## src/rtl/ascon_pkg.sv

```systemverilog
// Shared types and constants for the iterative Ascon-128 encrypt path.
package ascon_pkg;

  // Index [0] holds x0 and index [4] holds x4.
  typedef logic [4:0][63:0] ascon_state_t;

  localparam logic [63:0] ASCON_IV      = 64'h80400c0600000000;
  localparam logic [63:0] ASCON_PAD     = 64'h8000000000000000;
  localparam logic [3:0]  RND_P12_FIRST = 4'd0;
  localparam logic [3:0]  RND_P6_FIRST  = 4'd6;
  localparam logic [3:0]  RND_LAST      = 4'd11;

  typedef enum logic [2:0] {
    PH_LOAD,
    PH_INIT,
    PH_AD1,
    PH_AD2,
    PH_PT,
    PH_FINAL
  } phase_e;

  function automatic logic [7:0] ascon_rc(input logic [3:0] i);
    return {~i, i};
  endfunction

endpackage

```

## src/rtl/ascon_round.sv

```systemverilog
// One Ascon permutation round (constant add, bitsliced S-box, linear layer).
module ascon_round
  import ascon_pkg::*;
(
  input  ascon_state_t s_in,
  input  logic [3:0]   rnd_i,
  output ascon_state_t s_out
);

  function automatic logic [63:0] ror(input logic [63:0] v, input int n);
    return (v >> n) | (v << (64 - n));
  endfunction

  logic [63:0] a0, a1, a2, a3, a4;
  logic [63:0] b0, b1, b2, b3, b4;
  logic [63:0] c0, c1, c2, c3, c4;

  assign a0 = s_in[0] ^ s_in[4];
  assign a1 = s_in[1];
  assign a2 = s_in[2] ^ {56'd0, ascon_rc(rnd_i)} ^ s_in[1];
  assign a3 = s_in[3];
  assign a4 = s_in[4] ^ s_in[3];

  assign b0 = a0 ^ (~a1 & a2);
  assign b1 = a1 ^ (~a2 & a3);
  assign b2 = a2 ^ (~a3 & a4);
  assign b3 = a3 ^ (~a4 & a0);
  assign b4 = a4 ^ (~a0 & a1);

  assign c0 = b0 ^ b4;
  assign c1 = b1 ^ b0;
  assign c2 = ~b2;
  assign c3 = b3 ^ b2;
  assign c4 = b4;

  assign s_out[0] = c0 ^ ror(c0, 19) ^ ror(c0, 28);
  assign s_out[1] = c1 ^ ror(c1, 61) ^ ror(c1, 39);
  assign s_out[2] = c2 ^ ror(c2, 1)  ^ ror(c2, 6);
  assign s_out[3] = c3 ^ ror(c3, 10) ^ ror(c3, 17);
  assign s_out[4] = c4 ^ ror(c4, 7)  ^ ror(c4, 41);

endmodule

```

## src/rtl/ascon_encrypt_top.sv

```systemverilog
// Free-running Ascon-128 encrypt core for one AD block and one PT block, one round per clock.
// state | meaning
// LOAD  | capture inputs, build initial state
// INIT  | p12, key folded into x3/x4 on last round
// AD1   | A folded into x0 on first round, p6
// AD2   | pad block, p6, domain separation on last round
// PT    | P folded into x0 (C captured), p6, empty-block pad on last round
// FINAL | key folded into x1/x2, p12, publish C and T
module ascon_encrypt_top
  import ascon_pkg::*;
(
  input  logic         CLK,
  input  logic         RST,
  input  logic [127:0] SK,
  input  logic [127:0] N,
  input  logic [63:0]  A,
  input  logic [63:0]  P,
  output logic [63:0]  C,
  output logic [127:0] T
);

  phase_e       phase_q, phase_d;
  logic [3:0]   rnd_q, rnd_d;
  ascon_state_t s_q, s_d;
  logic [127:0] sk_q, sk_d, n_q, n_d;
  logic [63:0]  a_q, a_d, p_q, p_d;
  logic [63:0]  c_int_q, c_int_d;
  logic [63:0]  c_q, c_d;
  logic [127:0] t_q, t_d;

  ascon_state_t s_pre, s_rnd, s_post;
  logic         first_rnd, last_rnd, restart;
  logic [63:0]  k0, k1;

  assign k0 = sk_q[127:64];
  assign k1 = sk_q[63:0];

  ascon_round u_round (
    .s_in  (s_pre),
    .rnd_i (rnd_q),
    .s_out (s_rnd)
  );

  always_comb begin
    first_rnd = (phase_q == PH_INIT || phase_q == PH_FINAL) ? (rnd_q == RND_P12_FIRST)
                                                             : (rnd_q == RND_P6_FIRST);
    last_rnd  = (rnd_q == RND_LAST);
    restart   = (SK != sk_q) || (N != n_q) || (A != a_q) || (P != p_q);

    // Phase XORs ride on the first or last round so they cost no cycles.
    s_pre = s_q;
    if (first_rnd) begin
      case (phase_q)
        PH_AD1:   s_pre[0] = s_q[0] ^ a_q;
        PH_AD2:   s_pre[0] = s_q[0] ^ ASCON_PAD;
        PH_PT:    s_pre[0] = s_q[0] ^ p_q;
        PH_FINAL: begin
          s_pre[1] = s_q[1] ^ k0;
          s_pre[2] = s_q[2] ^ k1;
        end
        default:  ;
      endcase
    end

    s_post = s_rnd;
    if (last_rnd) begin
      case (phase_q)
        PH_INIT: begin
          s_post[3] = s_rnd[3] ^ k0;
          s_post[4] = s_rnd[4] ^ k1;
        end
        PH_AD2:  s_post[4] = s_rnd[4] ^ 64'd1;
        PH_PT:   s_post[0] = s_rnd[0] ^ ASCON_PAD;
        default: ;
      endcase
    end

    phase_d = phase_q;
    rnd_d   = rnd_q;
    s_d     = s_q;
    sk_d    = sk_q;
    n_d     = n_q;
    a_d     = a_q;
    p_d     = p_q;
    c_int_d = c_int_q;
    c_d     = c_q;
    t_d     = t_q;

    if (phase_q == PH_LOAD) begin
      sk_d    = SK;
      n_d     = N;
      a_d     = A;
      p_d     = P;
      s_d     = {N[63:0], N[127:64], SK[63:0], SK[127:64], ASCON_IV};
      phase_d = PH_INIT;
      rnd_d   = RND_P12_FIRST;
    end else if (restart) begin
      phase_d = PH_LOAD;
      rnd_d   = RND_P12_FIRST;
    end else begin
      s_d = s_post;
      if (phase_q == PH_PT && first_rnd) c_int_d = s_pre[0];
      if (last_rnd) begin
        case (phase_q)
          PH_INIT: begin
            phase_d = PH_AD1;
            rnd_d   = RND_P6_FIRST;
          end
          PH_AD1: begin
            phase_d = PH_AD2;
            rnd_d   = RND_P6_FIRST;
          end
          PH_AD2: begin
            phase_d = PH_PT;
            rnd_d   = RND_P6_FIRST;
          end
          PH_PT: begin
            phase_d = PH_FINAL;
            rnd_d   = RND_P12_FIRST;
          end
          PH_FINAL: begin
            phase_d = PH_LOAD;
            rnd_d   = RND_P12_FIRST;
            c_d     = c_int_q;
            t_d     = {s_rnd[3] ^ k0, s_rnd[4] ^ k1};
          end
          default: begin
            phase_d = PH_LOAD;
            rnd_d   = RND_P12_FIRST;
          end
        endcase
      end else begin
        rnd_d = rnd_q + 4'd1;
      end
    end
  end

  always_ff @(posedge CLK or posedge RST) begin
    if (RST) begin
      phase_q <= PH_LOAD;
      rnd_q   <= '0;
      s_q     <= '0;
      sk_q    <= '0;
      n_q     <= '0;
      a_q     <= '0;
      p_q     <= '0;
      c_int_q <= '0;
      c_q     <= '0;
      t_q     <= '0;
    end else begin
      phase_q <= phase_d;
      rnd_q   <= rnd_d;
      s_q     <= s_d;
      sk_q    <= sk_d;
      n_q     <= n_d;
      a_q     <= a_d;
      p_q     <= p_d;
      c_int_q <= c_int_d;
      c_q     <= c_d;
      t_q     <= t_d;
    end
  end

  assign C = c_q;
  assign T = t_q;

endmodule

```

## config.mk

```make
export PLATFORM = sky130hd
export DESIGN_NAME = ascon_encrypt_top
export DESIGN_NICKNAME = d
export VERILOG_FILES = /design/src/rtl/ascon_pkg.sv /design/src/rtl/ascon_round.sv /design/src/rtl/ascon_encrypt_top.sv
export SDC_FILE = /design/constraint.sdc
export NUM_CORES = 2
export LEC_CHECK = 0
export CELL_PAD_IN_SITES_DETAIL_PLACEMENT = 0
export CELL_PAD_IN_SITES_GLOBAL_PLACEMENT = 2
export CORE_ASPECT_RATIO = 0.6
export CORE_MARGIN = 2
export CORE_UTILIZATION = 35
export DETAILED_ROUTE_END_ITERATION = 8
export GPL_TIMING_DRIVEN = 0
export PLACE_DENSITY_LB_ADDON = 0.05
export SLEW_MARGIN = 10
export SYNTH_ARGS = -nofsm -noshare
export SYNTH_HDL_FRONTEND = slang
export SYNTH_SLANG_ARGS = --single-unit
```

## constraint.sdc

```tcl
create_clock -name CLK -period 59 [get_ports CLK]
set_clock_uncertainty 0.1 [all_clocks]
set_input_delay 14.75 -clock CLK [delete_from_list [all_inputs] [get_ports CLK]]
set_output_delay 14.75 -clock CLK [all_outputs]
set_load 0.005 [all_outputs]
```

**Yosys cells after proc, flatten, opt, wreduce, memory -nomap -nowiden**

Index checks and enable logic that the tools add are counted.

- Input port bits: 386
- Output and inout bits: 192
- Bits in registers: 967

- Add/sub/neg operators: 1
- Reduce and logical (&&, ||, !) cells: 11
- Eq/ne operators: 12
- Bitwise gates (word level): 55
- Muxes and demuxes: 19

Operators by type and width:

| operator | count |
|---|---|
| $xor A64 B64 Y64 | 27 |
| $mux W320 | 2 |
| $not A64 Y64 | 6 |
| $and A64 B64 Y64 | 5 |
| $mux W128 | 2 |
| $ne A128 B128 Y1 | 2 |
| $mux W192 | 1 |
| $mux W64 | 3 |
| $pmux W64 S3 | 1 |
| $ne A64 B64 Y1 | 2 |
| $pmux W64 S2 | 1 |
| $or A23 B64 Y64 | 1 |
| $or A25 B64 Y64 | 1 |
| $or A3 B64 Y64 | 1 |
| $or A36 B64 Y64 | 1 |
| $or A45 B64 Y64 | 1 |
| $or A47 B64 Y64 | 1 |
| $or A54 B64 Y64 | 1 |
| $or A57 B64 Y64 | 1 |
| $or A58 B64 Y64 | 1 |
| $or A63 B64 Y64 | 1 |
| $xor A64 B8 Y64 | 1 |
| $mux W3 | 4 |
| $mux W4 | 3 |
| other kinds (19) | 28 |

**Depth between registers and ports, before layout**

- Depth after elaboration: 17
- Mapped depth: 19
- Depth with buffers taken out: 16

**Cells and area by module**

From an unflattened synthesis, not the netlist that was laid out.

- Cells, all modules: 6901
- Area total of the unflattened synthesis: 65937.0 um^2

By module, submodules not included:

| module | area each (um^2) | cells an instance | seq. area each (um^2) | times used |
|---|---|---|---|---|
| ascon_encrypt_top | 49812.8 | 5332 | 24198.2 | 1 |
| ascon_round | 16124.2 | 1569 | 0.0 | 1 |

**Worst setup path after synthesis**

OpenSTA, ideal clock, no wires.

- Path kind: input port to flip-flop
- Start point: input N[109]
- End point: register c_int_q[15]
- Data required time: 58773 ps
- Arrival time: 17324 ps
- Setup slack: 41449 ps
- Stages: 10
- Cells stage by stage: nor2b_1 > a2111o_1 > a2111oi_0 > nand4_1 > nor4_2 > nand4_2 > or4_1 > buf_2 > buf_6 > mux2_1

- Cells in the longest elaborated chain, start to end: 6

Ends and longest elaborated chain:

| item | line | RTL |
|---|---|---|
| start: declaration | ascon_encrypt_top.sv:15 | `input logic [127:0] N,` |
| $ne A128 B128 Y1 | ascon_encrypt_top.sv:48 | `restart = (SK != sk_q) \|\| (N != n_q) \|\| (A != a_q) \|\| (P != p_q);` |
| $logic_or A1 B1 Y1 (3 in series) | ascon_encrypt_top.sv:48 |  |
| $not A1 Y1 (no line) | n/a |  |
| $reduce_and A3 Y1 (no line) | n/a |  |
| end signal: assignment | ascon_encrypt_top.sv:158 | `c_int_q <= c_int_d;` |
| end: declaration | ascon_encrypt_top.sv:27 | `logic [63:0] c_int_q, c_int_d;` |

Every way passes these cells.
A chain may end at the register's enable or synchronous reset.

**Worst setup path after layout**

- Start point: input SK[54]
- End point: register s_q[46] (netlist name)

- Cells in the longest elaborated chain, start to end: 5

Ends and longest elaborated chain:

| item | line | RTL |
|---|---|---|
| start: declaration | ascon_encrypt_top.sv:14 | `input logic [127:0] SK,` |
| $ne A128 B128 Y1 | ascon_encrypt_top.sv:48 |  |
| $logic_or A1 B1 Y1 (3 in series) | ascon_encrypt_top.sv:48 |  |
| $ne A2 B1 Y1 (no line) | n/a |  |
| end signal: assignment | ascon_encrypt_top.sv:142 | `s_q <= '0;` |
| end signal: assignment | ascon_encrypt_top.sv:153 | `s_q <= s_d;` |
| end: declaration | ascon_encrypt_top.sv:24 | `ascon_state_t s_q, s_d;` |

Every way passes these cells.

==> impl_metrics.py <==
metrics = {
    "sta": {
        "fin_crit_sh_pct": 37.0,
        "hold_viol": 0,
        "rsz0062_at_grt": "false",
        "maxSlewViolCount": 72,
        "slew_headroom_pct": -13.7,
        "layout_min_cycle_time_ns": 21.85,
        "worstMarginPinSlew_ns": 1.69,
        "setup_tns_ns": 0,
        "timing.fmax_mhz": 45.8,
        "setup_violations": 0,
    },
    "routing": {
        "vias": 65300,
        "wl_per_cell_um": 45.5,
        "wl_met2_um": 171000,
        "first_pass_iters": 8,
        "vias_per_cell": 6.12,
        "ant_nets": 0,
        "drcViolationCount": 0,
        "wl_met1_um": 202000,
        "first_iter_violations": 11900,
        "top_layer_used": "met5",
        "met3WireLength_um": 87600,
        "wl_um": 486000,
    },
    "synthesis": {
        "syn_inst": 7243,
        "synthArstFlopShare_pct": 100,
        "ys.flop_type": "dfrtp_1",
        "synth_cell_types": 84,
        "yosysMostFrequentCell": "nand2_1",
        "synth_top_cell_by_area": "dfrtp_1",
        "yosysTopAreaCellShare_pct": 36.4,
        "syn_area_sq_um": 66500,
        "synth_nets": 7760,
        "ys_ff_latch": 967,
        "synth_area_per_cell_sq_um": 9.18,
        "synth_edf_count": 0,
        "synth_area_leaders": "dfrtp_1 36%, xnor2_1 17%, nand2_1 9.6%",
        "yosysWarnings": 0,
        "yosys-top-cells-count": "1,700 x nand2_1, 1,296 x xnor2_1, 967 x dfrtp_1",
        "seq_area_frac_synth_pct": 36.4,
    },
    "setup_path": {
        "cpLargestDelayFamily": "simple AND/OR/NAND/NOR gates",
        "cp.arrival_ns": 22.35,
        "cpPeakStageDelay_ns": 1.42,
        "crit_slowest_cell": "nor4_1",
        "crit_path_end_kind": "register",
        "r2r-start": "phase_q[0]",
        "cp.required_ns": 59.50,
        "rrSetupSlack_ns": 49.34,
        "crit_fanout": 10,
        "worst-path-buf-inv": 3,
        "crit_path_start_kind": "input port",
        "crit_type": "in2reg",
        "worstSetupStartpoint": "SK[54]",
        "cp_cell_sequence": "clkdlybuf4s50_1, xnor2_1, nand4_1, nor4_1, nand3_1, nor4_1, and4_1, clkbuf_1, clkbuf_1, o21ai_0, nor3b_1",
    },
    "place": {
        "place_congestion": 1.14,
        "dp_hpwl_um": 415000,
        "portBuffers": 577,
    },
    "layout": {
        "multi_input_area_sq_um": 41500,
        "syn_to_final_growth_pct": 23.7,
        "layout.nets": 8555,
        "utilization_pct": 43.7,
        "num-fill-cells": 18600,
        "seq_area_sq_um": 24200,
        "drive_above_1_share_pct": 9.07,
    },
    "global_routing": {
        "overflow": 0,
        "grt_pass1_vias": 56900,
        "grt_max_degree": 111,
        "grt_pass1_wl_um": 607000,
        "antenna_found_initial": 72,
        "grtUsageTotal_pct": 48.8,
    },
    "worst_hold_path": {
        "hold_class": "reg2reg",
        "min_from": "T[52]",
    },
    "die": {
        "rows": 123,
        "core_sq_um": 188000,
        "fp.dieW_um": 567,
        "die-area_sq_um": 194000,
        "die_h_um": 342,
        "io_pins": 578,
        "start_util_pct": 35.4,
    },
    "clocking": {
        "cts_sinks": 967,
        "cts_resized": 0,
        "path_clk_slew_ns": 0.07,
        "clock_latency_ns": 0.80,
        "htreeDepth": 3,
        "cts_tree": "done",
        "cts_buffers": 108,
        "clockBufferDepth": 3,
        "post_cts_buffers": 0,
        "cts_root_buffer": "clkbuf_16",
        "hold_buffers": 0,
    },
    "status": {
        "outcome": "complete, but fails checks",
        "violations": "capacitance limit, slew limit",
    },
    "power": {
        "power.leakage_nw": 33.9,
        "powerDensity_nw_per_um2": 29.7,
        "peakVddDrop_v": 0.0000242,
        "finalPower_mw": 2.44,
    },
    "flow_run": {
        "drv_cap": 21,
    },
}
[power by group]
part	internal (mW)	switching (mW)
clock	0.434	0.342
sequential	0.685	0.0404
combinational	0.301	0.642
[metrics by stage]
| stage | setup WS (ns) | std cells | hold WS (ns) | area (sq um) |
|---|---|---|---|---|
| finish | 37.15 | 10700 | 0.378 | 82300 |
| floorplan | 16.95 | 7243 | 0.346 | 66500 |
| detailed placement | 37.07 | 10400 | 0.370 | 78100 |
| CTS | 37.87 | 10600 | 0.384 | 81900 |
| global route | 37.70 | 10600 | 0.395 | 82200 |
| global placement | 1.28 | 10300 | 0.361 | 75400 |
[cells in the final DEF (no fill, tap or decap), types with 51 or more instances in the layout]
cell             count
a211oi_1            54
a21oi_1             85
and3_1              56
clkbuf_1           255
clkbuf_16          110
clkdlybuf4s50_1    577
dfrtp_1            967
diode_2             52
ha_1               131
inv_1              129
maj3_1              51
mux2_2              74
mux2i_1            101
nand2_1           1700
nand2b_1           104
nand3_1            158
nand4_1             71
nor2_1             155
nor3_1              88
nor4_1              78
o211ai_1           178
o21ai_0            302
o21ai_1             64
or2_2               52
xnor2_1           1231
xnor2_2             91
xnor3_1            103
xor2_1             475
[cell families (layout without fill, tap and decap cells)]
kind of cell	after synthesis	after routing	share of synthesized area [%]
AND/OR/NAND/NOR	2600	2600	17.5
XOR/XNOR	1954	1954	28.3
flip-flops	967	967	36.4
AO/OA/AOI/OAI	862	862	8.28
buffers and inverters	461	1343	2.83
multiplexers	216	216	3.47
adder cells (fa/ha/maj)	183	183	3.25
other	0	52	0
[routing by layer]
metal  up-vias  track usage (%)
met1     33500             66.2
met5         -             1.33
li1      25800                -
met4        28             21.5
met3       803             31.1
met2      5160             58.9
[worst min-delay path: cells and delay by family, from the launching register on]
kind / cells / cell delay (ns)
flip-flops: 1 / 0.34
AND/OR/NAND/NOR: 1 / 0.05
AO/OA/AOI/OAI: 1 / 0.06
[sequential cells by signal, summed over array words and instances (netlist names)]
signal   count
C           64
T          128
a_q         64
c_int_q     64
n_q        128
p_q         64
phase_q      3
rnd_q        4
s_pre      128
s_q        192
sk_q       128
[final cells by class]
| cell class | count | area share, % |
|---|---|---|
| diodes | 52 | 0.158 |
| plain buffers | 331 | 1.75 |
| clock buffers | 148 | 3.71 |
| clock inverters | 49 | 0.948 |
| inverters | 130 | 0.602 |
| multi-input cells | 5815 | 50.5 |
| flip-flops and latches | 967 | 29.4 |
| well taps | 2500 | 3.80 |
| repair buffers | 685 | 9.13 |
[final timing paths]
path | to | cells after the start
max in group asynchronous | n_q[71] | 6
worst min-delay path | T[52] | 2
worst max register to register | s_pre[202] | 19
worst max-delay path | s_q[46] | 11
worst min register to register | T[52] | 2
min in group asynchronous | C[30] | 2
Power figures use the tool's default switching activity.
